## config.mk

```make
export PLATFORM = sky130hd
export DESIGN_NAME = bounce_sprite_engine
export DESIGN_NICKNAME = d
export VERILOG_FILES = /design/src/rtl/sprite_pkg.sv /design/src/rtl/bounce_sprite_engine_dist.sv /design/src/rtl/bounce_sprite_engine.sv
export SDC_FILE = /design/constraint.sdc
export NUM_CORES = 2
export LEC_CHECK = 0
export ABC_AREA = 1
export CORE_MARGIN = 4
export CORE_UTILIZATION = 67
export CTS_CLUSTER_DIAMETER = 30
export CTS_CLUSTER_SIZE = 14
export DETAILED_ROUTE_END_ITERATION = 7
export HOLD_SLACK_MARGIN = 0.1
export PLACE_DENSITY = 0.87
export SYNTH_ARGS = -nofsm -noshare
export SYNTH_HDL_FRONTEND = slang
export SYNTH_SLANG_ARGS = --single-unit
```

## constraint.sdc

```tcl
create_clock -name clk -period 7.2 [get_ports clk]
set_input_delay 1.44 -clock clk [delete_from_list [all_inputs] [get_ports clk]]
set_output_delay 1.44 -clock clk [all_outputs]
set_load 0.005 [all_outputs]
```

## src/rtl/sprite_pkg.sv

```systemverilog
// Shared types and the per-axis step/reflect helper
// for the bounce sprite engine.
package sprite_pkg;

  localparam int H_ACTIVE_DEF = 640;
  localparam int V_ACTIVE_DEF = 480;

  typedef enum logic {
    IDLE,
    UPDATE
  } state_t;

  typedef struct packed {
    logic [9:0] x;
    logic [9:0] y;
    logic       dir_x;
    logic       dir_y;
  } ball_t;

  typedef struct packed {
    logic [9:0] pos;
    logic       dir;
    logic       reflect;
  } axis_t;

  // Compared at 11 bits so pos+step can never wrap past the limit.
  function automatic axis_t axis_step(
    input logic [9:0] pos,
    input logic       dir,
    input logic [9:0] step,
    input logic [9:0] lo,
    input logic [9:0] hi
  );
    axis_t      r;
    logic [10:0] up;
    logic [10:0] lo_step;
    up      = {1'b0, pos} + {1'b0, step};
    lo_step = {1'b0, lo} + {1'b0, step};
    r.pos     = pos;
    r.dir     = dir;
    r.reflect = 1'b0;
    if (dir) begin
      if (up >= {1'b0, hi}) begin
        r.pos     = hi;
        r.dir     = 1'b0;
        r.reflect = 1'b1;
      end else begin
        r.pos = up[9:0];
      end
    end else begin
      if ({1'b0, pos} <= lo_step) begin
        r.pos     = lo;
        r.dir     = 1'b1;
        r.reflect = 1'b1;
      end else begin
        r.pos = pos - step;
      end
    end
    return r;
  endfunction

endpackage

```

## src/rtl/bounce_sprite_engine_dist.sv

```systemverilog
// Per-ball pixel distance: S1 registers |dx|,|dy|,
// combinational sum of squares and radius compares feed S2.
module ball_dist_sq
  import sprite_pkg::*;
#(
  parameter int RADIUS   = 20,
  parameter int SHADOW_W = 4
) (
  input  logic       clk,
  input  logic       reset,
  input  logic [9:0] hpos,
  input  logic [9:0] vpos,
  input  logic [9:0] x,
  input  logic [9:0] y,
  output logic       in_ball,
  output logic       in_shadow
);

  localparam logic [20:0] R_SQ =
    21'(RADIUS * RADIUS);
  localparam logic [20:0] S_SQ =
    21'((RADIUS + SHADOW_W) * (RADIUS + SHADOW_W));

  logic [9:0]  dx;
  logic [9:0]  dy;
  logic [20:0] d;

  always_ff @(posedge clk or posedge reset) begin
    if (reset) begin
      dx <= '0;
      dy <= '0;
    end else begin
      dx <= (hpos >= x) ? hpos - x : x - hpos;
      dy <= (vpos >= y) ? vpos - y : y - vpos;
    end
  end

  assign d = 21'(dx) * 21'(dx) + 21'(dy) * 21'(dy);

  assign in_ball   = (d <= R_SQ);
  assign in_shadow = (d <= S_SQ);

endmodule

```

## src/rtl/bounce_sprite_engine.sv

```systemverilog
// Multi-ball bouncer: one shared update path walks the balls once
// per frame; a 2-stage pipeline reports ball/shadow hits per pixel.
module bounce_sprite_engine
  import sprite_pkg::*;
#(
  parameter int NUM_BALLS = 4,
  parameter int RADIUS    = 20,
  parameter int SHADOW_W  = 4,
  parameter int H_ACTIVE  = H_ACTIVE_DEF,
  parameter int V_ACTIVE  = V_ACTIVE_DEF,
  parameter int BASE_STEP = 1
) (
  input  logic        clk,
  input  logic        reset,
  input  logic        frame_start,
  input  logic        pause,
  input  logic [1:0]  speed_sel,
  input  logic [9:0]  hpos,
  input  logic [9:0]  vpos,
  input  logic        display_on,
  output logic        ball_hit,
  output logic        shadow_hit,
  output logic [2:0]  hit_id,
  output logic [15:0] bounce_count,
  output logic        update_busy
);

  localparam int IDW = (NUM_BALLS > 1) ? $clog2(NUM_BALLS) : 1;

  localparam logic [9:0] X_MIN = 10'(RADIUS);
  localparam logic [9:0] X_MAX = 10'(H_ACTIVE - 1 - RADIUS);
  localparam logic [9:0] Y_MIN = 10'(RADIUS);
  localparam logic [9:0] Y_MAX = 10'(V_ACTIVE - 1 - RADIUS);

  function automatic ball_t init_ball(input int i);
    ball_t b;
    b.x     = 10'(RADIUS + 8 + i * (2 * RADIUS + 8));
    b.y     = 10'(V_ACTIVE / 2);
    b.dir_x = ~i[0];
    b.dir_y = ~i[1];
    return b;
  endfunction

  state_t         state;
  state_t         state_nx;
  logic [IDW-1:0] idx;
  logic [IDW-1:0] idx_nx;
  logic           start;
  logic [1:0]     spd;

  ball_t          balls [NUM_BALLS];
  ball_t          cur;
  ball_t          nb;
  axis_t          ax;
  axis_t          ay;
  logic [9:0]     step;
  logic [1:0]     inc;
  logic [16:0]    bc_sum;

  always_ff @(posedge clk or posedge reset) begin
    if (reset) begin
      state <= IDLE;
      idx   <= '0;
      spd   <= '0;
    end else begin
      state <= state_nx;
      idx   <= idx_nx;
      if (start) spd <= speed_sel;
    end
  end

  always_comb begin
    state_nx = state;
    idx_nx   = idx;
    start    = 1'b0;
    unique case (state)
      IDLE: begin
        if (frame_start && !pause) begin
          state_nx = UPDATE;
          idx_nx   = '0;
          start    = 1'b1;
        end
      end
      UPDATE: begin
        idx_nx = idx + 1'b1;
        if (idx == IDW'(NUM_BALLS - 1)) begin
          state_nx = IDLE;
          idx_nx   = '0;
        end
      end
      default: state_nx = IDLE;
    endcase
  end

  assign update_busy = (state == UPDATE);

  // Shared step/reflect datapath, muxed onto the ball selected by idx.
  always_comb begin
    cur = balls[0];
    for (int i = 0; i < NUM_BALLS; i++)
      if (idx == IDW'(i)) cur = balls[i];
    step     = 10'(BASE_STEP) << spd;
    ax       = axis_step(cur.x, cur.dir_x, step, X_MIN, X_MAX);
    ay       = axis_step(cur.y, cur.dir_y, step, Y_MIN, Y_MAX);
    nb.x     = ax.pos;
    nb.y     = ay.pos;
    nb.dir_x = ax.dir;
    nb.dir_y = ay.dir;
    inc      = {1'b0, ax.reflect} + {1'b0, ay.reflect};
    bc_sum   = {1'b0, bounce_count} + 17'(inc);
  end

  always_ff @(posedge clk or posedge reset) begin
    if (reset) begin
      for (int i = 0; i < NUM_BALLS; i++)
        balls[i] <= init_ball(i);
      bounce_count <= '0;
    end else if (state == UPDATE) begin
      for (int i = 0; i < NUM_BALLS; i++)
        if (idx == IDW'(i)) balls[i] <= nb;
      bounce_count <= bc_sum[16] ? 16'hFFFF : bc_sum[15:0];
    end
  end

  logic [NUM_BALLS-1:0] in_v;
  logic [NUM_BALLS-1:0] sh_v;

  for (genvar g = 0; g < NUM_BALLS; g++) begin : g_ball
    ball_dist_sq #(
      .RADIUS   (RADIUS),
      .SHADOW_W (SHADOW_W)
    ) u_dist (
      .clk       (clk),
      .reset     (reset),
      .hpos      (hpos),
      .vpos      (vpos),
      .x         (balls[g].x),
      .y         (balls[g].y),
      .in_ball   (in_v[g]),
      .in_shadow (sh_v[g])
    );
  end

  logic       any_in;
  logic       any_sh;
  logic [2:0] id_in;
  logic [2:0] id_sh;
  logic       disp_s1;

  // Descending scan leaves the lowest-numbered hit in the id.
  always_comb begin
    any_in = 1'b0;
    any_sh = 1'b0;
    id_in  = '0;
    id_sh  = '0;
    for (int i = NUM_BALLS - 1; i >= 0; i--) begin
      if (in_v[i]) begin
        any_in = 1'b1;
        id_in  = 3'(i);
      end
      if (sh_v[i]) begin
        any_sh = 1'b1;
        id_sh  = 3'(i);
      end
    end
  end

  always_ff @(posedge clk or posedge reset) begin
    if (reset) begin
      disp_s1    <= 1'b0;
      ball_hit   <= 1'b0;
      shadow_hit <= 1'b0;
      hit_id     <= '0;
    end else begin
      disp_s1    <= display_on;
      ball_hit   <= disp_s1 & any_in;
      shadow_hit <= disp_s1 & ~any_in & any_sh;
      if (!disp_s1)
        hit_id <= '0;
      else if (any_in)
        hit_id <= id_in;
      else if (any_sh)
        hit_id <= id_sh;
      else
        hit_id <= '0;
    end
  end

endmodule

```

==> results.yml <==
cells_and_area:
  drive_gt1_frac: 0.02860
  fin_cells: 5948
  nets: 6251
  syn_to_final_growth_pct: 4.189
synthesis:
  syn_avg_cell_area_um2: 7.667
  synthArstFlopShare: 1.000
  syn_nets: 6295
  synth.area.top_cells: "fa_1, ha_1, inv_1"
  syn-instance-count: 5205
  ys_types: 64
  synth_top_cell_area_share: 0.2714
  synth_ff_type: "dfrtp_1"
  ys_seq_elements: 194
  syn_area_mm2: 0.03991
  synth_top_cell_by_area: "fa_1"
  ys_warn_count: 0
  seq_area_frac_synth: 0.1227
  synth_edf_count: 0
global_route:
  grt_pass1_wl_mm: 167.9
  grt_max_degree: 102
  antenna_found_initial: 4
  grt_util_met1: 0.4474
  busiest_layer: "met2"
  overflow: 0
  grt_pass1_vias: 34050
  grt_util_met2: 0.5314
  grt_util_all_layers: 0.3271
  grtUsageMet3: 0.05412
sta:
  final.min_clock_period_ns: 6.754
  drv_slew: 0
  worstMarginPinSlew_ns: 1.189
  skew_ns: 0.01828
  finalHoldViolCount: 0
  finalSetupViolCount: 0
  post-route-period-util: 0.9381
  tns_ns: 0
  rsz0062_at_grt: "no"
  slew_headroom: 0.2066
  fmax_mhz: 148.1
  holdWs_ns: 0.4785
floorplan:
  core_area_mm2: 0.05902
  fp-row-count: 89
  initial_core_util: 0.6762
  io_pins: 49
  die-width_um: 252.1
  die_h_um: 252.1
  die-area_mm2: 0.06353
route:
  ant_nets: 0
  via_count: 33320
  dr.pass1.iters: 5
  wl_per_cell_um: 16.95
  routed_wirelength_mm: 100.8
  drtIter0Drc: 2846
  drc_errors: 0
  via_per_inst: 5.602
cts:
  cts-root-buf: "clkbuf_16"
  cts.sinks: 194
  cts_resized: 0
  cts_hold_buffers: 0
  postCtsSetupBuffers: 0
  tritoncts: "built"
  cts.clk_slew.worst_paths_ns: 0.09
  clk_latency_ns: 0.50
  cts_inserted_buffers: 17
  clockBufferDepth: 2
  ctsHtreeMaxLevel: 4
critical_path:
  critical_path_required_ns: 7.61
  cp_num_buf_inv: 2
  worst_ep_arrival_time_ns: 7.16
  rrSetupSlack_ns: 0.45
  cp_max_fo: 10
  cp-start-kind: "register"
  slowest_stage: "dfrtp_1"
  end_kind: "register"
  cp_top_family: "adder cells"
  path_common_cell: "nand2_1"
  cp.depth: 26
  path_class: "reg -> reg"
  worstRegToRegCells: 26
  max_stage_delay_ns: 0.61
status:
  status: "complete, no violations"
job:
  drv_cap: 0
place:
  dpl.hpwl_mm: 84.67
  place.gp.congestion: 0.9757
  placedCellCount: 5915
  portBuffers: 47
min_path:
  hold_path.class: "reg -> reg"
  hold_depth: 2
==> cells in the mapped netlist (6+ instances only) <==
cell type and n:
inv_1 1252, nand2_1 1241, fa_1 541, ha_1 522
nor2_1 264, a21oi_1 222, o21ai_0 191, dfrtp_1 159
nand3_1 146, clkbuf_1 103, xnor2_1 75, xor2_1 71
nor3_1 39, dfstp_2 35, o211ai_1 35, nand4_1 31
nand3b_1 28, o21ai_1 28, a21o_1 26, mux2i_1 26
a221oi_1 17, buf_2 17, o21bai_1 14, inv_2 9
o21ai_2 8, or2_2 7, a22oi_1 6, a31oi_1 6
nand2_2 6
==> worst min-delay path, stage by stage (launching register included) <==
cell	delay (ns)
dfstp_2	0.38
nand2_1	0.05
o21ai_1	0.05
==> registers in the layout (all words and copies together), names as in the netlist, 2 cells and up <==
| signal | cells |
|---|---|
| g_ball.u_dist.dx | 40 |
| g_ball.u_dist.dy | 40 |
| balls | 88 |
| idx | 2 |
| bounce_count | 16 |
| hit_id | 2 |
| spd | 2 |
==> cells in the final DEF, fill, tap and decap left out, drive strengths merged, types with 26 or more instances in the layout <==
cell,Yosys,routed
dfstp,35,35
nand4,34,34
a21oi,223,223
nand3b,29,29
nor2,269,269
xnor2,75,75
nor3,40,40
xor2,72,72
dfrtp,159,159
clkdlybuf4s50,0,47
mux2i,26,26
nand3,151,151
ha,522,522
a21o,26,26
fa,541,541
o21ai,227,227
o211ai,37,37
nand2,1249,1249
inv,1261,1270
==> stage by stage <==
step,worst slack [ns],instance area [um2],utilization
CTS,0.4626,41570,0.7044
global route,0.007877,41580,0.7045
finish,0.4455,41580,0.7045
global placement,0.6157,40960,0.6939
detailed placement,0.4876,40960,0.6939
floorplan,0.5340,39910,-
==> per-layer routing <==
layer | routed length, um | part of all wire
met5 | 27 | 0.00027
met4 | 4023 | 0.040
met3 | 8649 | 0.086
met2 | 46380 | 0.46
met1 | 41750 | 0.41
==> cell type report <==
type | count | area (um2)
tap | 773 | 967.2
multi-input combinational | 3619 | 29740
timing repair buffer | 64 | 598.1
sequential | 194 | 4900
inverter | 1265 | 4756
antenna | 1 | 2.502
clock inverter | 15 | 193.9
fill | 4763 | 17440
clock buffer | 17 | 425.4
==> kinds of logic (layout without fill, tap and decap cells) <==
logic type / count (synthesis) / count (layout) / share of synthesized area
buffers and inverters: 1392 / 1361 / 0.1321
other: 1 / 2 / 0.00009397
adders and majority gates: 1063 / 1063 / 0.4351
AOI/OAI and AO/OA: 594 / 594 / 0.08726
and+or+nand+nor: 1785 / 1785 / 0.1829
DFF: 194 / 194 / 0.1227
xor gates and xnor gates: 147 / 147 / 0.03245
muxes: 29 / 29 / 0.007368
==> path summary, 6_finish.rpt <==
path,to,startpoint
max in group asynchronous,g_ball[2].u_dist.dx[5]$_DFF_PP0_,reset
worst min-delay path,balls[66]$_DFFE_PP1P_,balls[66]$_DFFE_PP1P_
worst max register to register,hit_id[0]$_DFF_PP0_,g_ball[0].u_dist.dy[0]$_DFF_PP0_
min in group asynchronous,bounce_count[4]$_DFFE_PP0P_,reset
worst max-delay path,hit_id[0]$_DFF_PP0_,g_ball[0].u_dist.dy[0]$_DFF_PP0_
worst min register to register,balls[66]$_DFFE_PP1P_,balls[66]$_DFFE_PP1P_
Power is left out: the tool's default activity adds up to more than one toggle a clock period on the data nets, which glitch-free logic cannot reach.
